[config.mk]
export PLATFORM = sky130hd
export DESIGN_NAME = coin_acceptor
export DESIGN_NICKNAME = d
export VERILOG_FILES = /design/src/rtl/coin_acceptor.sv
export SDC_FILE = /design/constraint.sdc
export NUM_CORES = 1
export LEC_CHECK = 0
export ABC_AREA = 1
export CORE_MARGIN = 1
export CORE_UTILIZATION = 40
export CTS_BUF_LIST = sky130_fd_sc_hd__clkbuf_8 sky130_fd_sc_hd__clkbuf_16
export DETAILED_ROUTE_END_ITERATION = 10
export PLACE_DENSITY = 0.69
export SYNTH_ARGS = -nofsm -noshare
export SYNTH_HDL_FRONTEND = slang
export SYNTH_SLANG_ARGS = --single-unit
export TNS_END_PERCENT = 100
[constraint.sdc]
create_clock -name clk -period 11.07 [get_ports clk]
set_input_delay 3.321 -clock clk [delete_from_list [all_inputs] [get_ports clk]]
set_output_delay 3.321 -clock clk [all_outputs]
set_load 0.005 [all_outputs]
[src/rtl/coin_acceptor.sv]
// Coin acceptor: debounces coin insertions, keeps credit and issues turnstile tokens.
// Tokens wait for an unlock acknowledge; an unacknowledged fare is returned to credit.
module coin_acceptor #(
  parameter int FARE        = 100,
  parameter int CREDIT_MAX  = 200,
  parameter int DEBOUNCE    = 4,
  parameter int ACK_TIMEOUT = 16
) (
  input  logic       clk,
  input  logic       rst_n,
  input  logic       coin_det,
  input  logic [1:0] coin_val,
  input  logic       refund,
  input  logic       unlocked,
  output logic       coin,
  output logic [7:0] credit,
  output logic       reject,
  output logic       refund_valid,
  output logic [7:0] refund_amt,
  output logic       fault
);

  localparam int DW = $clog2(DEBOUNCE + 1);
  localparam int TW = $clog2(ACK_TIMEOUT + 1);

  typedef enum logic {IDLE, WAIT_ACK} state_t;

  state_t      state_reg, state_next;
  logic [DW-1:0] deb_reg, deb_next;
  logic [TW-1:0] tmo_reg, tmo_next;
  logic [7:0]  credit_reg, credit_next;
  logic        coin_reg, coin_next;
  logic        reject_reg, reject_next;
  logic        refund_valid_reg, refund_valid_next;
  logic [7:0]  refund_amt_reg, refund_amt_next;
  logic        fault_reg, fault_next;

  logic        coin_event;
  logic        accept;
  logic        issue;
  logic [9:0]  value;
  logic [9:0]  eff_credit;
  logic [9:0]  sum;

  always_ff @(posedge clk) begin
    if (!rst_n) begin
      state_reg        <= IDLE;
      deb_reg          <= '0;
      tmo_reg          <= '0;
      credit_reg       <= '0;
      coin_reg         <= 1'b0;
      reject_reg       <= 1'b0;
      refund_valid_reg <= 1'b0;
      refund_amt_reg   <= '0;
      fault_reg        <= 1'b0;
    end else begin
      state_reg        <= state_next;
      deb_reg          <= deb_next;
      tmo_reg          <= tmo_next;
      credit_reg       <= credit_next;
      coin_reg         <= coin_next;
      reject_reg       <= reject_next;
      refund_valid_reg <= refund_valid_next;
      refund_amt_reg   <= refund_amt_next;
      fault_reg        <= fault_next;
    end
  end

  always_comb begin
    // Saturating at DEBOUNCE guarantees a single event per high period.
    deb_next = deb_reg;
    if (!coin_det)
      deb_next = '0;
    else if (deb_reg != DW'(DEBOUNCE))
      deb_next = deb_reg + 1'b1;
    coin_event = coin_det && (deb_reg == DW'(DEBOUNCE - 1));

    case (coin_val)
      2'b01:   value = 10'd25;
      2'b10:   value = 10'd50;
      2'b11:   value = 10'd100;
      default: value = 10'd0;
    endcase

    // An outstanding token still counts against the credit ceiling, so a timeout refund cannot overflow.
    eff_credit = {2'b00, credit_reg} + ((state_reg == WAIT_ACK) ? 10'(FARE) : 10'd0);
    accept     = coin_event && (coin_val != 2'b00) && (eff_credit + value <= 10'(CREDIT_MAX));
    sum        = {2'b00, credit_reg} + (accept ? value : 10'd0);
    issue      = (state_reg == IDLE) && ({2'b00, credit_reg} >= 10'(FARE)) && !unlocked;

    state_next        = state_reg;
    tmo_next          = tmo_reg;
    credit_next       = sum[7:0];
    coin_next         = 1'b0;
    reject_next       = coin_event && !accept;
    refund_valid_next = 1'b0;
    refund_amt_next   = '0;
    fault_next        = 1'b0;

    case (state_reg)
      IDLE: begin
        tmo_next = '0;
        if (issue) begin
          coin_next   = 1'b1;
          credit_next = 8'(sum - 10'(FARE));
          state_next  = WAIT_ACK;
        end else if (refund && (sum != 10'd0)) begin
          refund_valid_next = 1'b1;
          refund_amt_next   = sum[7:0];
          credit_next       = '0;
        end
      end
      WAIT_ACK: begin
        if (unlocked) begin
          state_next = IDLE;
          tmo_next   = '0;
        end else if (tmo_reg == TW'(ACK_TIMEOUT - 1)) begin
          fault_next  = 1'b1;
          credit_next = 8'(sum + 10'(FARE));
          state_next  = IDLE;
          tmo_next    = '0;
        end else begin
          tmo_next = tmo_reg + 1'b1;
        end
      end
      default: state_next = IDLE;
    endcase
  end

  assign coin         = coin_reg;
  assign credit       = credit_reg;
  assign reject       = reject_reg;
  assign refund_valid = refund_valid_reg;
  assign refund_amt   = refund_amt_reg;
  assign fault        = fault_reg;

endmodule
==> results.cfg, run 1 <==
[outcome]
run_status = finished, final reports clean

[global_route]
grt_pass1_wl_mm = 8.34
antenna_found_initial = 0
gr-usage-all-layers_pct = 18.0
grt_max_degree = 15
gr-total-overflow = 0
grt_pass1_vias = 1843

[synthesis]
avgSynthCellArea_um2 = 7.13
synth_edf_count = 0
synthArstFlopShare_pct = 0
seq_area_frac_synth_pct = 26.4
synth_common_cells = nand2_1, inv_1, nor2_1
yosys.area.top_type = dfxtp_1
synth_warnings = 0
synth_most_common_cell = nand2_1
syn_inst = 309
post-synth-top-area-fraction_pct = 26.4
ys_ff_latch = 29
syn_nets = 352
synth_area_um2 = 2200
ys_types = 33
ys.flop_type = dfxtp_1
synth.area.top_cells = dfxtp_1, ha_1, nand2_1, inv_1, nor2_1

[clocking]
cts_tree = built
clk_latency_ns = 0.28
cts_resized = 0
clk_pin_slew_worst_paths_ns = 0.06
h-tree-depth = 2
root_buffer = clkbuf_8
post_cts_buffers = 0
cts.sinks = 29
ctsHoldBuffers = 0
clock_path_buffers = 2
cts_made_buffers = 5

[place]
place.gp.congestion = 0.917
io_buffers = 26
hpwl_mm = 3.99

[timing]
timing.fmax_ghz = 0.120
fin_hold_ws_ns = 0.437
final.setup.tns_ns = 0
hold_viol_final = 0
tightest_slew_ns = 0.806
min_period_over_period_pct = 75.1
slew_violations = 0
post-route-min-period_ns = 8.31
relSlewSlack_pct = 45.9
rsz0062_at_grt = false
finClkSkew_ns = 0.00864
setup_viol = 0

[worst_setup_path]
r2r_setup_slack_ns = 6.14
crit_path_start_kind = input pin
path_max_fanout = 9
crit_path_end_kind = flop
arrival_ns = 8.44
cp.required_ns = 11.20
crit_top_cell = ha_1
cp_slowest_cell = xnor2_1
criticalPathCategory = input pin to flop
max_stage_delay_ns = 0.66

[floorplan]
rows = 26
dieHeight_um = 76.2
core_area_um2 = 5200
die_w_um = 76.2
start_util_pct = 42.3
dieArea_um2 = 5810
io_pins = 27

[routing]
post_drt_wl_per_cell_um = 12.0
num_vias = 2013
firstDrtPassIters = 4
routed_via_density = 4.90
drt_iter0_drc = 97
antenna_left = 0
drc_errors = 0
routed_wl_mm = 4.95

[worst_hold_path]
hp-class = flop to flop

[job]
cap_violations = 0

[pwr]
ir_worst_vdd_v = 0.0000687
cellPowerDensity_nw_per_um2 = 87.9
p_leak_nw = 1.29

[finish]
nNetsFinal = 383
nFillCells = 528
syn_to_final_growth_pct = 20.6
drive_gt1_share_pct = 5.57
num_antenna_cells = 0
## metal layers
layer	wire length (um)	vias up	global-route usage (%)	share of wire (%)
met5	0	-	0	0
met4	55	0	6.35	1.1
met3	162	7	3.59	3.3
met2	2300	39	31.5	47
met1	2430	908	21.9	49
li1	-	1059	-	-
## area by class of cell
cell class                 count  area (um^2)  area share, %
tap                           70         87.6           3.30
multi-input combinational    231         1440           54.0
timing repair buffer          26          260           9.80
clock buffer                   6         82.6           3.11
clock inverter                 2         33.8           1.27
inverter                      47          176           6.64
sequential                    29          581           21.9
## through the flow
stage               area, um^2  util [%]  power [mW]  std cells  worst slack [ns]
detailed placement        2540      48.8       0.123        403              2.47
global placement          2540      48.8       0.123        403              2.75
CTS                       2660      51.0       0.237        411              2.75
finish                    2660      51.0       0.233        411              2.76
floorplan                 2200         -       0.118        309              3.69
global route              2660      51.0       0.244        411              2.39
## critical path: cells and delay by family
family          cells  cell delay (ns)
xor+xnor            2             0.82
compound gates      2             0.37
buf+inv             3             0.67
simple gates       12             1.22
fa+ha+maj           7             2.05
## layout by cell type (no fill, tap or decap), types with 4 or more instances in the layout
cell              n
nand3_1          18
nand4_1           5
ha_1             33
clkdlybuf4s50_1  26
xnor2_1           5
inv_1            48
nand2_2           4
clkbuf_8          6
o21ai_0           8
a21oi_1          20
dfxtp_1          29
nand2_1          69
nor2_1           36
## cells by family (layout without fill, tap and decap cells)
kind of cell	after synthesis	count (layout)	synth area share, %
AO/OA/AOI/OAI	39	39	10.1
XOR/XNOR	8	8	3.18
adder cells (fa/ha/maj)	36	36	21.5
buffers and inverters	49	81	8.47
flip-flops	29	29	26.4
AND/OR/NAND/NOR	148	148	30.4
## power by group
part,leakage [nW],total (mW),internal [mW],switching (mW)
Combinational,0.990,0.0160,0.00693,0.00905
Clock,0.0626,0.112,0.0724,0.0399
Sequential,0.234,0.105,0.105,0.000405
## path summary, 6_finish.rpt
kind	startpoint	endpoint	cells past startpoint
worst max-delay path	coin_val[0]	refund_amt[2]	26
worst max register to register	state_reg	refund_amt[2]	22
worst min-delay path	tmo_reg[0]	tmo_reg[0]	1
worst min register to register	tmo_reg[0]	tmo_reg[0]	1
Note: power is estimated with default switching activity, not from simulation.
==> run 2: changes to the inputs <==
PLACE_DENSITY = 0.71   (was 0.69)
clock period = 7.37 ns   (was 11.07 ns; I/O delays follow)
==> results.cfg, run 2 (synthesis results as in run 1) <==
[worst_setup_path]
cp.required_ns = 7.54
crit_path_start_kind = input pin
crit_path_end_kind = flop
criticalPathCategory = input pin to flop
arrival_ns = 6.94
path_max_fanout = 8

[routing]
post_drt_wl_per_cell_um = 11.7
met1Wirelength_mm = 2.32
drc_errors = 0
dr_wl_met2_mm = 2.21
highest_layer = met4
routed_via_density = 4.88
antenna_left = 0
drt_iter0_drc = 127
num_vias = 2012
wl_met3_um = 246
firstDrtPassIters = 5
routed_wl_mm = 4.82

[clocking]
cts_made_buffers = 5
cts_tree = built
clock_path_buffers = 2
clk_latency_ns = 0.28
clk_pin_slew_worst_paths_ns = 0.07
root_buffer = clkbuf_8
post_cts_buffers = 0
cts.sinks = 29
cts_resized = 0
ctsHoldBuffers = 0
h-tree-depth = 2

[finish]
drive_gt1_share_pct = 5.85
utilization_pct = 51.2
final_cell_mix = nand2_1, inv_1, nor2_1
num_antenna_cells = 0
nNetsFinal = 384
syn_to_final_growth_pct = 21.0
final_common_cell = nand2_1

[floorplan]
core_area_um2 = 5200
dieHeight_um = 76.2
dieArea_um2 = 5810
io_pins = 27
rows = 26
start_util_pct = 42.3
die_w_um = 76.2

[timing]
rsz0062_at_grt = false
tightest_slew_ns = 0.646
setup_viol = 0
timing.fmax_ghz = 0.148
finClkSkew_ns = 0.00624
post-route-min-period_ns = 6.77
final.setup.tns_ns = 0
relSlewSlack_pct = 56.9
min_period_over_period_pct = 91.8
hold_viol_final = 0
slew_violations = 0

[global_route]
grt_max_degree = 15
gr-total-overflow = 0
grt_pass1_wl_mm = 8.09
grt_pass1_vias = 1756
gr-usage-all-layers_pct = 17.4
antenna_found_initial = 0

[pwr]
cellPowerDensity_nw_per_um2 = 132
p_leak_nw = 1.29
ir_worst_vdd_v = 0.0000942

[worst_hold_path]
hp-class = flop to flop

[place]
hpwl_mm = 3.84
io_buffers = 26
place.gp.congestion = 0.888

[job]
cap_violations = 0

[outcome]
run_status = finished, final reports clean
[run 2: cell count changes in the layout (fill, tap and decap cells not counted), sizes merged]
cell | previous run | this run
buf | 0 | 1
[run 2: layout make-up]
cell class,instances,area (um^2)
multi-input cells,231,1440
clock inverters,2,33.8
inverters,47,176
clock buffers,6,82.6
well taps,70,87.6
fillers,518,2540
flip-flops and latches,29,581
repair buffers,27,268
[run 2: worst max-delay path, cell delays in order]
cell and delay, ns:
clkdlybuf4s50_1 0.47, ha_1 0.29, xor2_1 0.19, ha_1 0.32, inv_1 0.06, fa_1 0.45
o21ai_0 0.28, nand2_1 0.08, nand2_1 0.07, a21oi_1 0.07, xnor2_1 0.13, nand3b_1 0.12
nand2_1 0.17, nor2_1 0.09, ha_1 0.23, fa_1 0.43, xnor2_1 0.26, buf_4 0.22
inv_1 0.06, ha_1 0.21, inv_1 0.07, o211ai_1 0.13, nand2_1 0.09, nand2_1 0.04
o21ai_0 0.16, a21oi_1 0.05
[run 2: where the power goes]
part | leakage, nW | internal, mW | switching, mW
Sequential | 0.234 | 0.157 | 0.000501
Clock | 0.0626 | 0.109 | 0.0609
Combinational | 0.994 | 0.0103 | 0.0135
Total | 1.29 | 0.276 | 0.0749
[run 2: worst paths after layout]
kind	cells past startpoint	startpoint	slack, ns	endpoint
max	26	coin_val[0]	0.60	credit[6]
min	1	tmo_reg[3]	0.45	tmo_reg[3]
max reg2reg	23	state_reg	2.78	credit[6]
min reg2reg	1	tmo_reg[3]	0.45	tmo_reg[3]
[run 2: routing by layer]
layer / track usage, % / vias up
li1: - / 1068
met1: 23.8 / 890
met2: 27.7 / 49
met3: 3.23 / 5
met4: 5.19 / 0
met5: 0 / -
[run 2: per-stage QoR]
stage	worst slack [ns]	instance area, um^2	hold slack, ns	std cells	power (mW)
6_report	0.601	2660	0.450	412	0.351
5_1_grt	0.175	2660	0.474	412	0.364
4_1_cts	0.604	2660	0.451	412	0.355
3_5_place_dp	0.338	2550	0.441	404	0.185
3_3_place_gp	0.423	2550	0.428	404	0.185
2_1_floorplan	1.10	2200	0.413	309	0.177
==> run 3: changes to the inputs <==
SLEW_MARGIN = 10   (was not set)
==> results of run 3 <==
Final layout, timing and power as in run 2 (identical DEF).
